<file path="src/rtl/mempool_pkg.sv">
// rtl/mempool_pkg.sv - shared opcodes, reservation type and SC result codes for the TCDM adapter
package mempool_pkg;

    typedef logic [3:0] amo_t;

    localparam amo_t AmoNone = 4'h0;
    localparam amo_t AmoSwap = 4'h1;
    localparam amo_t AmoAdd  = 4'h2;
    localparam amo_t AmoAnd  = 4'h3;
    localparam amo_t AmoOr   = 4'h4;
    localparam amo_t AmoXor  = 4'h5;
    localparam amo_t AmoMax  = 4'h6;
    localparam amo_t AmoMaxu = 4'h7;
    localparam amo_t AmoMin  = 4'h8;
    localparam amo_t AmoMinu = 4'h9;
    localparam amo_t AmoLR   = 4'hA;
    localparam amo_t AmoSC   = 4'hB;

    localparam int unsigned ResIdWidth   = 5;
    localparam int unsigned ResAddrWidth = 8;

    typedef struct packed {
        logic                    valid;
        logic [ResIdWidth-1:0]   id;
        logic [ResAddrWidth-1:0] addr;
    } reservation_t;

    localparam logic ScSuccess = 1'b0;
    localparam logic ScFail    = 1'b1;

    function automatic logic is_rmw_amo(input amo_t op);
        return (op >= AmoSwap) && (op <= AmoMinu);
    endfunction

endpackage

</file>
<file path="src/rtl/fifo_v3.sv">
// rtl/fifo_v3.sv - small circular FIFO with occupancy count and optional fall-through
module fifo_v3 #(
    parameter bit          FALL_THROUGH = 1'b0,
    parameter int unsigned DATA_WIDTH   = 32,
    parameter int unsigned DEPTH        = 2
) (
    input  logic                         clk_i,
    input  logic                         rst_ni,
    output logic                         empty_o,
    output logic [$clog2(DEPTH+1)-1:0]   usage_o,
    input  logic [DATA_WIDTH-1:0]        data_i,
    input  logic                         push_i,
    output logic [DATA_WIDTH-1:0]        data_o,
    input  logic                         pop_i
);

    localparam int unsigned PtrWidth = (DEPTH > 1) ? $clog2(DEPTH) : 1;
    localparam int unsigned CntWidth = $clog2(DEPTH + 1);

    logic [DATA_WIDTH-1:0] mem_q [DEPTH];
    logic [PtrWidth-1:0]   wr_ptr_q, rd_ptr_q;
    logic [CntWidth-1:0]   cnt_q;
    logic                  bypass, do_write, do_read;

    function automatic logic [PtrWidth-1:0] ptr_inc(input logic [PtrWidth-1:0] p);
        return (p == PtrWidth'(DEPTH - 1)) ? '0 : p + 1'b1;
    endfunction

    // A bypassed word that is popped in the same cycle never lands in storage.
    assign bypass   = FALL_THROUGH && (cnt_q == '0) && push_i;
    assign empty_o  = (cnt_q == '0) && !bypass;
    assign usage_o  = cnt_q;
    assign data_o   = bypass ? data_i : mem_q[rd_ptr_q];
    assign do_read  = pop_i && (cnt_q != '0);
    assign do_write = push_i && !(bypass && pop_i) && ((cnt_q != CntWidth'(DEPTH)) || do_read);

    always_ff @(posedge clk_i or negedge rst_ni) begin
        if (!rst_ni) begin
            wr_ptr_q <= '0;
            rd_ptr_q <= '0;
            cnt_q    <= '0;
        end else begin
            if (do_write) wr_ptr_q <= ptr_inc(wr_ptr_q);
            if (do_read)  rd_ptr_q <= ptr_inc(rd_ptr_q);
            cnt_q <= cnt_q + CntWidth'(do_write) - CntWidth'(do_read);
        end
    end

    always_ff @(posedge clk_i) begin
        if (do_write) mem_q[wr_ptr_q] <= data_i;
    end

endmodule

</file>
<file path="src/rtl/tcdm_amo_alu.sv">
// rtl/tcdm_amo_alu.sv - combinational AMO datapath: new = op(old, operand)
module tcdm_amo_alu
    import mempool_pkg::*;
#(
    parameter int unsigned DataWidth = 32
) (
    input  amo_t                 amo_i,
    input  logic [DataWidth-1:0] old_i,
    input  logic [DataWidth-1:0] operand_i,
    output logic [DataWidth-1:0] new_o
);

    always_comb begin
        new_o = old_i;
        case (amo_i)
            AmoSwap: new_o = operand_i;
            AmoAdd:  new_o = old_i + operand_i;
            AmoAnd:  new_o = old_i & operand_i;
            AmoOr:   new_o = old_i | operand_i;
            AmoXor:  new_o = old_i ^ operand_i;
            AmoMax:  new_o = ($signed(old_i) > $signed(operand_i)) ? old_i : operand_i;
            AmoMaxu: new_o = (old_i > operand_i) ? old_i : operand_i;
            AmoMin:  new_o = ($signed(old_i) < $signed(operand_i)) ? old_i : operand_i;
            AmoMinu: new_o = (old_i < operand_i) ? old_i : operand_i;
            default: ;
        endcase
    end

endmodule

</file>
<file path="src/rtl/tcdm_atomic_adapter.sv">
// rtl/tcdm_atomic_adapter.sv - per-bank TCDM adapter: plain access, AMO read-modify-write, LR/SC
module tcdm_atomic_adapter
    import mempool_pkg::*;
#(
    parameter int unsigned DataWidth       = 32,
    parameter int unsigned BeWidth         = DataWidth / 8,
    parameter int unsigned AddrWidth       = ResAddrWidth,
    parameter int unsigned MetaWidth       = 16,
    parameter int unsigned IdWidth         = ResIdWidth,
    parameter int unsigned NumReservations = 4,
    parameter int unsigned RespDepth       = 2
) (
    input  logic                 clk_i,
    input  logic                 rst_ni,
    input  logic                 in_valid_i,
    output logic                 in_ready_o,
    input  logic [AddrWidth-1:0] in_addr_i,
    input  logic                 in_write_i,
    input  logic [3:0]           in_amo_i,
    input  logic [DataWidth-1:0] in_wdata_i,
    input  logic [BeWidth-1:0]   in_be_i,
    input  logic [IdWidth-1:0]   in_id_i,
    input  logic [MetaWidth-1:0] in_meta_i,
    output logic                 out_valid_o,
    input  logic                 out_ready_i,
    output logic [DataWidth-1:0] out_rdata_o,
    output logic [MetaWidth-1:0] out_meta_o,
    output logic                 bank_req_o,
    output logic                 bank_we_o,
    output logic [AddrWidth-1:0] bank_addr_o,
    output logic [DataWidth-1:0] bank_wdata_o,
    output logic [BeWidth-1:0]   bank_be_o,
    input  logic [DataWidth-1:0] bank_rdata_i
);

    typedef enum logic {StIdle, StAmoWb} state_e;

    localparam int unsigned IdxWidth  = (NumReservations > 1) ? $clog2(NumReservations) : 1;
    localparam int unsigned CntWidth  = $clog2(RespDepth + 1);
    localparam int unsigned FifoWidth = DataWidth + MetaWidth;

    state_e                 state_q, state_d;
    reservation_t           res_q [NumReservations];
    reservation_t           res_d [NumReservations];
    logic [IdxWidth-1:0]    victim_q, victim_d;
    logic                   pend_q, pend_sc_q, sc_res_q;
    logic [MetaWidth-1:0]   meta_q;
    logic [AddrWidth-1:0]   addr_q;
    amo_t                   op_q;
    logic [DataWidth-1:0]   operand_q;

    logic                   is_lr, is_sc, is_amo, is_wr, is_rd, accept, sc_ok, inflight;
    logic [CntWidth-1:0]    fifo_cnt;
    logic [CntWidth:0]      used;
    logic                   lr_hit, lr_free;
    logic [IdxWidth-1:0]    hit_idx, free_idx;
    logic [DataWidth-1:0]   amo_new, push_rdata;
    logic                   fifo_push, fifo_empty;
    logic [FifoWidth-1:0]   fifo_rdata;

    assign is_lr  = (in_amo_i == AmoLR);
    assign is_sc  = (in_amo_i == AmoSC);
    assign is_amo = is_rmw_amo(in_amo_i);
    assign is_wr  = !(is_lr || is_sc || is_amo) && in_write_i;
    assign is_rd  = !(is_lr || is_sc || is_amo) && !in_write_i;

    // A response slot is reserved for anything accepted last cycle or being written back now.
    assign inflight   = pend_q || (state_q == StAmoWb);
    assign used       = {1'b0, fifo_cnt} + {{CntWidth{1'b0}}, inflight};
    assign in_ready_o = (state_q == StIdle) && (is_wr || (used < (CntWidth + 1)'(RespDepth)));
    assign accept     = in_valid_i && in_ready_o;

    always_comb begin
        sc_ok = 1'b0;
        for (int i = 0; i < NumReservations; i++) begin
            if (res_q[i].valid && res_q[i].id == in_id_i && res_q[i].addr == in_addr_i) sc_ok = 1'b1;
        end
    end

    always_comb begin
        res_d    = res_q;
        victim_d = victim_q;
        lr_hit   = 1'b0;
        lr_free  = 1'b0;
        hit_idx  = '0;
        free_idx = '0;
        for (int i = 0; i < NumReservations; i++) begin
            if (!lr_hit && res_q[i].valid && res_q[i].id == in_id_i) begin
                lr_hit  = 1'b1;
                hit_idx = IdxWidth'(i);
            end
            if (!lr_free && !res_q[i].valid) begin
                lr_free  = 1'b1;
                free_idx = IdxWidth'(i);
            end
        end
        if (state_q == StAmoWb) begin
            for (int i = 0; i < NumReservations; i++) begin
                if (res_q[i].addr == addr_q) res_d[i].valid = 1'b0;
            end
        end else if (accept) begin
            for (int i = 0; i < NumReservations; i++) begin
                if ((is_wr || (is_sc && sc_ok)) && res_q[i].addr == in_addr_i) res_d[i].valid = 1'b0;
                if (is_sc && res_q[i].id == in_id_i) res_d[i].valid = 1'b0;
            end
            if (is_lr) begin
                if (lr_hit) begin
                    res_d[hit_idx] = '{valid: 1'b1, id: in_id_i, addr: in_addr_i};
                end else if (lr_free) begin
                    res_d[free_idx] = '{valid: 1'b1, id: in_id_i, addr: in_addr_i};
                end else begin
                    res_d[victim_q] = '{valid: 1'b1, id: in_id_i, addr: in_addr_i};
                    victim_d = (victim_q == IdxWidth'(NumReservations - 1)) ? '0 : victim_q + 1'b1;
                end
            end
        end
    end

    tcdm_amo_alu #(
        .DataWidth (DataWidth)
    ) i_amo_alu (
        .amo_i     (op_q),
        .old_i     (bank_rdata_i),
        .operand_i (operand_q),
        .new_o     (amo_new)
    );

    always_comb begin
        state_d      = state_q;
        bank_req_o   = 1'b0;
        bank_we_o    = 1'b0;
        bank_addr_o  = '0;
        bank_wdata_o = '0;
        bank_be_o    = '0;
        unique case (state_q)
            StIdle: begin
                if (accept) begin
                    if (is_amo) state_d = StAmoWb;
                    bank_req_o  = is_sc ? sc_ok : 1'b1;
                    bank_we_o   = is_wr || (is_sc && sc_ok);
                    bank_addr_o = in_addr_i;
                    if (is_wr || is_sc) begin
                        bank_wdata_o = in_wdata_i;
                        bank_be_o    = in_be_i;
                    end
                end
            end
            StAmoWb: begin
                state_d      = StIdle;
                bank_req_o   = 1'b1;
                bank_we_o    = 1'b1;
                bank_addr_o  = addr_q;
                bank_wdata_o = amo_new;
                bank_be_o    = '1;
            end
        endcase
    end

    always_ff @(posedge clk_i or negedge rst_ni) begin
        if (!rst_ni) begin
            state_q   <= StIdle;
            victim_q  <= '0;
            pend_q    <= 1'b0;
            pend_sc_q <= 1'b0;
            sc_res_q  <= ScSuccess;
            meta_q    <= '0;
            addr_q    <= '0;
            op_q      <= AmoNone;
            operand_q <= '0;
            for (int i = 0; i < NumReservations; i++) res_q[i] <= '0;
        end else begin
            state_q   <= state_d;
            victim_q  <= victim_d;
            res_q     <= res_d;
            pend_q    <= accept && (is_rd || is_lr || is_sc);
            pend_sc_q <= accept && is_sc;
            sc_res_q  <= sc_ok ? ScSuccess : ScFail;
            if (accept) begin
                meta_q    <= in_meta_i;
                addr_q    <= in_addr_i;
                op_q      <= in_amo_i;
                operand_q <= in_wdata_i;
            end
        end
    end

    // AMO_WB pushes the pre-modification word, which is still on bank_rdata_i.
    assign fifo_push  = pend_q || (state_q == StAmoWb);
    assign push_rdata = (pend_q && pend_sc_q) ? {{(DataWidth - 1){1'b0}}, sc_res_q} : bank_rdata_i;

    fifo_v3 #(
        .FALL_THROUGH (1'b0),
        .DATA_WIDTH   (FifoWidth),
        .DEPTH        (RespDepth)
    ) i_resp_fifo (
        .clk_i   (clk_i),
        .rst_ni  (rst_ni),
        .empty_o (fifo_empty),
        .usage_o (fifo_cnt),
        .data_i  ({push_rdata, meta_q}),
        .push_i  (fifo_push),
        .data_o  (fifo_rdata),
        .pop_i   (out_ready_i)
    );

    assign out_valid_o = !fifo_empty;
    assign out_rdata_o = fifo_empty ? '0 : fifo_rdata[FifoWidth-1:MetaWidth];
    assign out_meta_o  = fifo_empty ? '0 : fifo_rdata[MetaWidth-1:0];

endmodule

</file>
<file path="config.mk">
export PLATFORM = sky130hd
export DESIGN_NAME = tcdm_atomic_adapter
export DESIGN_NICKNAME = d
export VERILOG_FILES = /design/src/rtl/mempool_pkg.sv /design/src/rtl/fifo_v3.sv /design/src/rtl/tcdm_amo_alu.sv /design/src/rtl/tcdm_atomic_adapter.sv
export SDC_FILE = /design/constraint.sdc
export NUM_CORES = 1
export LEC_CHECK = 0
export CELL_PAD_IN_SITES_DETAIL_PLACEMENT = 2
export CELL_PAD_IN_SITES_GLOBAL_PLACEMENT = 2
export CORE_ASPECT_RATIO = 1.4
export CORE_MARGIN = 1.5
export CORE_UTILIZATION = 35
export CTS_CLUSTER_DIAMETER = 120
export CTS_CLUSTER_SIZE = 12
export DETAILED_ROUTE_END_ITERATION = 6
export PLACE_DENSITY_LB_ADDON = 0.1
export SLEW_MARGIN = 30
export SYNTH_ARGS = -nofsm -noshare
export SYNTH_HDL_FRONTEND = slang
export SYNTH_SLANG_ARGS = --single-unit
</file>
<file path="constraint.sdc">
create_clock -name clk_i -period 5.8 [get_ports clk_i]
set_input_delay 1.16 -clock clk_i [delete_from_list [all_inputs] [get_ports clk_i]]
set_output_delay 1.16 -clock clk_i [all_outputs]
set_load 0.01 [all_outputs]
</file>
==> impl_metrics.json, run 1 <==
{
  "r2r-start": "state_q",
  "crit_type": "in -> out",
  "synth-main-ff-cell": "dfrtp_1",
  "start_util": 0.353,
  "ys_warn_count": 0,
  "ios": 202,
  "p_switching_mw": 4.64,
  "die_area_um2": 43600,
  "drive_above_1_share": 0.235,
  "overflow": 0,
  "finClkSkew_ns": 0.0563,
  "yosys_register_bits": 222,
  "finalCritPeriodShare": 0.989,
  "drc": 0,
  "tightestPinTransition_ns": 1.00,
  "io_buffers": 201,
  "swShare": 0.447,
  "dr.pass1.iters": 5,
  "pre_cts_ws_ns": -0.843,
  "synth-xor-area-share": 0.0603,
  "r2r_setup_slack_ns": 2.33,
  "crit_path_frequent_cell": "buf_4",
  "area_growth_pct": 36.7,
  "wirelength_mm": 62.2,
  "r2r_cells": 8,
  "final_core_util": 0.483,
  "status": "completed",
  "min_path_cells": 0,
  "hold_violations": 0,
  "hpwl_mm": 44.3,
  "drv_cap": 0,
  "drt_iter0_drc": 789,
  "startpoint": "bank_rdata_i[25]",
  "slowest_delay_ns": 0.36,
  "cp_data_arrival_time_ns": 4.58,
  "power_frac_seq": 0.255,
  "gp_congestion": 0.886,
  "cts_tree": "built",
  "synth_area_per_cell_um2": 9.35,
  "die_w_um": 177,
  "synth-edff-count": 96,
  "grt_pass1_wl_mm": 93.7,
  "worstHoldPathType": "reg -> reg",
  "routedWlPerCell_um": 24.8,
  "combPwrFrac": 0.612,
  "final_nets": 2156,
  "cts-hold-fix-buffers": 0,
  "synthArstFlopShare": 0.568,
  "fp.dieH_um": 247,
  "root_buffer": "clkbuf_16",
  "setup_ws_ns": 0.0632,
  "required_ns": 4.64,
  "multi_input_comb_area_um2": 8700,
  "synth_top_family_by_area": "compound AO/OA/AOI/OAI gates",
  "synth_compound_area_frac": 0.184,
  "worst_path_max_delay_cell": "o211ai_1",
  "hp-start": "meta_q[1]",
  "p_leak_nw": 8.84,
  "path_cells": "dlygate4sd2_1 > inv_2 > ha_4 > nor4_4 > nand4_1 > inv_2 > o311ai_2 > buf_4 > nand3_4 > buf_4 > buf_4 > mux2i_1 > buf_4 > buf_12 > a221oi_1 > o211ai_1 > dlygate4sd2_1",
  "period_needed_ns": 5.74,
  "finalMaxSlewViolations": 0,
  "core_um2": 42000,
  "slew_headroom": 0.330,
  "final-setup-viol-count": 0,
  "yosys-mux-area-fraction": 0.0765,
  "yosys.area_share.simple": 0.131,
  "antenna_left": 0,
  "synth_cells": 1585,
  "grt_setup_unrepaired": "yes",
  "synth-seq-area-share": 0.407,
  "grt_pass1_vias": 15800,
  "cts_made_buffers": 22,
  "grt_use_total": 0.285,
  "clockBufferDepth": 3,
  "p_clk_frac": 0.133,
  "row_count": 89,
  "antenna_found_initial": 2,
  "clkTransAtPathRegs_ns": 0.07,
  "vdd_ir_drop_max_uv": 297,
  "syn-cell-area_um2": 14800,
  "htree_num_levels": 1,
  "p_per_area_nw_per_um2": 512,
  "crit_path_start_kind": "input pin",
  "seq_area_um2": 6040,
  "synth_nets": 1794,
  "finalSetupTns_ns": 0,
  "p_int_mw": 5.75,
  "p_total_mw": 10.4,
  "clkSinkCount": 222,
  "vias": 13900,
  "synth_fa_ha_area_frac": 0.0874,
  "grt_max_degree": 64,
  "synth_cell_type_count": 76,
  "fmax_ghz": 0.174,
  "whs_endpoint": "i_resp_fifo.mem_q[0][1]",
  "clock_latency_ns": 0.57,
  "viasPerCell": 5.53,
  "end_kind": "primary output",
  "nFillCells": 4433,
  "crit_fanout": 6
}
==> area by class of cell <==
type	count	share of cell area
diodes	1	0.000123
flip-flops and latches	222	0.298
well taps	546	0.0337
clock inverters	2	0.00105
clock buffers	36	0.0302
inverters	95	0.0176
multi-input cells	1164	0.429
repair buffers	442	0.190
==> power by group through the flow <==
stage / combinational, mW / sequential [mW] / clock (mW)
finish: 6.35 / 2.65 / 1.38
global placement: 5.52 / 2.62 / 0
global route: 6.84 / 2.71 / 1.47
floorplan: 3.20 / 2.40 / 0
CTS: 6.15 / 2.65 / 1.42
detailed placement: 5.68 / 2.67 / 0
==> synth_stat cells, drive strengths merged (51+ instances only) <==
cell type | number | area [um^2]
inv | 94 | 353
mux2 | 55 | 623
o21ai | 118 | 591
edfxtp | 96 | 2880
nor2 | 108 | 405
clkbuf | 74 | 278
mux2i | 51 | 510
ha | 102 | 1280
dfrtp | 126 | 3150
xnor2 | 53 | 464
a21oi | 105 | 529
nand2 | 219 | 822
==> kinds of logic after synthesis <==
logic type	count (synthesis)
XOR/XNOR	102
adder cells (fa/ha/maj)	103
AO/OA/AOI/OAI	416
flip-flops	222
buffers and inverters	199
multiplexers	106
AND/OR/NAND/NOR	437
==> worst max-delay path: cells and delay by family <==
family,cells,cell delay [ns]
buffers and inverters,9,1.58
and+or+nand+nor,3,0.74
AOI/OAI and AO/OA,3,0.52
muxes,1,0.33
adders and majority gates,1,0.21
==> worst max path at each step <==
stage                            end  slack [ns]
floorplan           bank_wdata_o[23]        0.83
global placement    bank_wdata_o[12]       -0.78
detailed placement  bank_wdata_o[12]       -0.84
CTS                 bank_wdata_o[23]      0.0006
global route        bank_wdata_o[31]       -0.06
finish               bank_wdata_o[9]        0.06
==> metrics by stage <==
step / area, um^2 / hold slack [ns] / instances
2_1_floorplan: 14800 / 0.442 / 1585
3_3_place_gp: 18800 / 0.449 / 2440
5_1_grt: 20300 / 0.479 / 2508
3_5_place_dp: 18800 / 0.458 / 2440
6_report: 20300 / 0.455 / 2508
4_1_cts: 20100 / 0.464 / 2503
==> layer usage <==
metal  part of all wire  vias up  global-route usage
met5            0.00021        -                   0
met1               0.38     7049               0.316
li1                   -     6349                   -
met4              0.062        2               0.169
met2               0.52      315               0.522
met3              0.030      146              0.0272
==> what timing repair did <==
item,CTS,global route
setup endpoints to repair,32,31
gates cloned,1,0
buffers inserted,24,4
pin swaps,29,16
resized for setup,165,68
==> placed cells by master (no fill, tap or decap), drive strengths merged, types with 22 or more instances in the layout <==
cell type / n
buf: 244
clkbuf: 46
o21ai: 118
edfxtp: 96
nor3: 22
clkdlybuf4s50: 136
a21oi: 105
xnor2: 53
nor2: 108
inv: 94
mux2i: 51
o211ai: 24
dfrtp: 126
xor2: 49
a221oi: 26
nand2: 219
dlygate4sd2: 36
ha: 102
mux2: 55
Power figures use the tool's default switching activity.
==> run 2, diff against run 1 <==
--- a/config.mk
+++ b/config.mk
@@ -8,7 +8,6 @@
 export CELL_PAD_IN_SITES_DETAIL_PLACEMENT = 2
 export CELL_PAD_IN_SITES_GLOBAL_PLACEMENT = 2
 export CORE_ASPECT_RATIO = 1.4
-export CORE_MARGIN = 1.5
 export CORE_UTILIZATION = 35
 export CTS_CLUSTER_DIAMETER = 120
 export CTS_CLUSTER_SIZE = 12
==> impl_metrics.json, run 2 (synthesized netlist as in run 1, its figures left out) <==
{
  "die_w_um": 176,
  "p_per_area_nw_per_um2": 513,
  "finalMaxSlewViolations": 0,
  "dr.pass1.iters": 7,
  "hpwl_mm": 44.1,
  "routedWlPerCell_um": 25.2,
  "final-setup-viol-count": 1,
  "clkSinkCount": 222,
  "hold_violations": 0,
  "die_area_um2": 43200,
  "wirelength_mm": 63.0,
  "crit_type": "in -> out",
  "finalCritPeriodShare": 1.01,
  "clock_latency_ns": 0.56,
  "tightestPinTransition_ns": 0.936,
  "fmax_ghz": 0.171,
  "finalSetupTns_ns": -0.0607,
  "crit_path_start_kind": "input pin",
  "crit_buf_inv": 7,
  "worstHoldPathType": "reg -> reg",
  "placed_cells": 2434,
  "placed_cell_area_um2": 18800,
  "status": "complete, but fails checks",
  "clockBufferDepth": 3,
  "required_ns": 4.64,
  "cp_top_family": "compound AO/OA/AOI/OAI gates",
  "htree_num_levels": 1,
  "failed_checks": "negative setup slack",
  "area_growth_pct": 36.5,
  "cts_made_buffers": 22,
  "p_total_mw": 10.4,
  "grt_pass1_wl_mm": 95.2,
  "end_kind": "primary output",
  "drt_iter0_drc": 640,
  "period_needed_ns": 5.86,
  "root_buffer": "clkbuf_16",
  "overflow": 0,
  "core_um2": 41500,
  "grt_pass1_vias": 16100,
  "grt_use_total": 0.291,
  "clkTransAtPathRegs_ns": 0.06,
  "final_core_util": 0.488,
  "antenna_left": 0,
  "grt_max_degree": 77,
  "cts_tree": "built",
  "path_cells": "clkdlybuf4s15_1 > inv_2 > ha_4 > buf_4 > inv_2 > a221oi_2 > nor2_2 > o31ai_4 > nand3_2 > buf_6 > buf_4 > a211oi_1 > o22ai_1 > o22a_1 > a221oi_2 > a32oi_1 > dlygate4sd2_1",
  "fin_area_um2": 20200,
  "worst_path_max_delay_cell": "a211oi_1",
  "vias": 14000,
  "setup_ws_ns": -0.0607,
  "vdd_ir_drop_max_uv": 248,
  "start_util": 0.357,
  "cp_data_arrival_time_ns": 4.70,
  "p_leak_nw": 8.84,
  "final_cell_mix": "buf_4 (234), nand2_1 (216), clkdlybuf4s50_1 (136)",
  "io_buffers": 201,
  "ios": 202,
  "finClkSkew_ns": 0.0317,
  "drv_cap": 0,
  "row_count": 88,
  "fp.dieH_um": 246,
  "crit_fanout": 7,
  "cts-hold-fix-buffers": 0,
  "whs_ns": 0.481,
  "final_cells": 2505,
  "antenna_found_initial": 2,
  "slew_headroom": 0.376,
  "pre_cts_ws_ns": -0.793,
  "drc": 0,
  "slowest_delay_ns": 0.34,
  "gp_congestion": 0.884,
  "final_nets": 2160,
  "viasPerCell": 5.61,
  "drive_above_1_share": 0.239,
  "final_common_cell": "buf_4"
}
## run 2: path summary, 6_finish.rpt
path                       slack, ns                 endpoint  cells past startpoint                    from
max                            -0.06         bank_wdata_o[31]                     17        bank_rdata_i[14]
min                             0.48  i_resp_fifo.mem_q[0][1]                      0               meta_q[1]
max reg2reg                     2.65                 register                      9  i_resp_fifo.usage_o[1]
min reg2reg                     0.48  i_resp_fifo.mem_q[0][1]                      0               meta_q[1]
max in group asynchronous       4.14                meta_q[8]                      2                  rst_ni
min in group asynchronous       0.65            operand_q[22]                      1                  rst_ni
## run 2: routing by layer
metal | vias up | share of wire | global-route usage
met5 | - | 0.00024 | 0
met4 | 2 | 0.061 | 0.168
met3 | 146 | 0.029 | 0.0274
met2 | 332 | 0.54 | 0.555
met1 | 7221 | 0.37 | 0.307
li1 | 6344 | - | -
## run 2: cell type report
type	count	area [um^2]
Inverter	95	357
Antenna cell	1	2.50
Clock buffer	35	609
Tap cell	540	676
Timing Repair Buffer	446	3840
Multi-Input combinational cell	1164	8670
Sequential cell	222	6040
Clock inverter	2	46.3
Fill cell	4357	21300
## run 2: worst reg2reg max path: stages, from the launching register on
cell	delay, ns
dfrtp_1	0.43
inv_1	0.09
nand2_1	0.07
a21oi_2	0.18
nand2_1	0.13
buf_4	0.29
or4_4	0.62
nor2_1	0.19
nand2_1	0.53
mux2_2	0.50
## run 2: what timing repair did
action	in CTS	in global routing
endpoints found under the setup margin	32	33
hold endpoints to repair	0	0
setup buffers	21	11
pin swaps	35	29
cloned	1	0
resized for setup	171	72
## run 2: where the power goes
group / internal (mW) / total, mW / switching [mW]
sequential: 2.13 / 2.61 / 0.482
clock: 0.763 / 1.41 / 0.644
combinational: 2.87 / 6.37 / 3.50
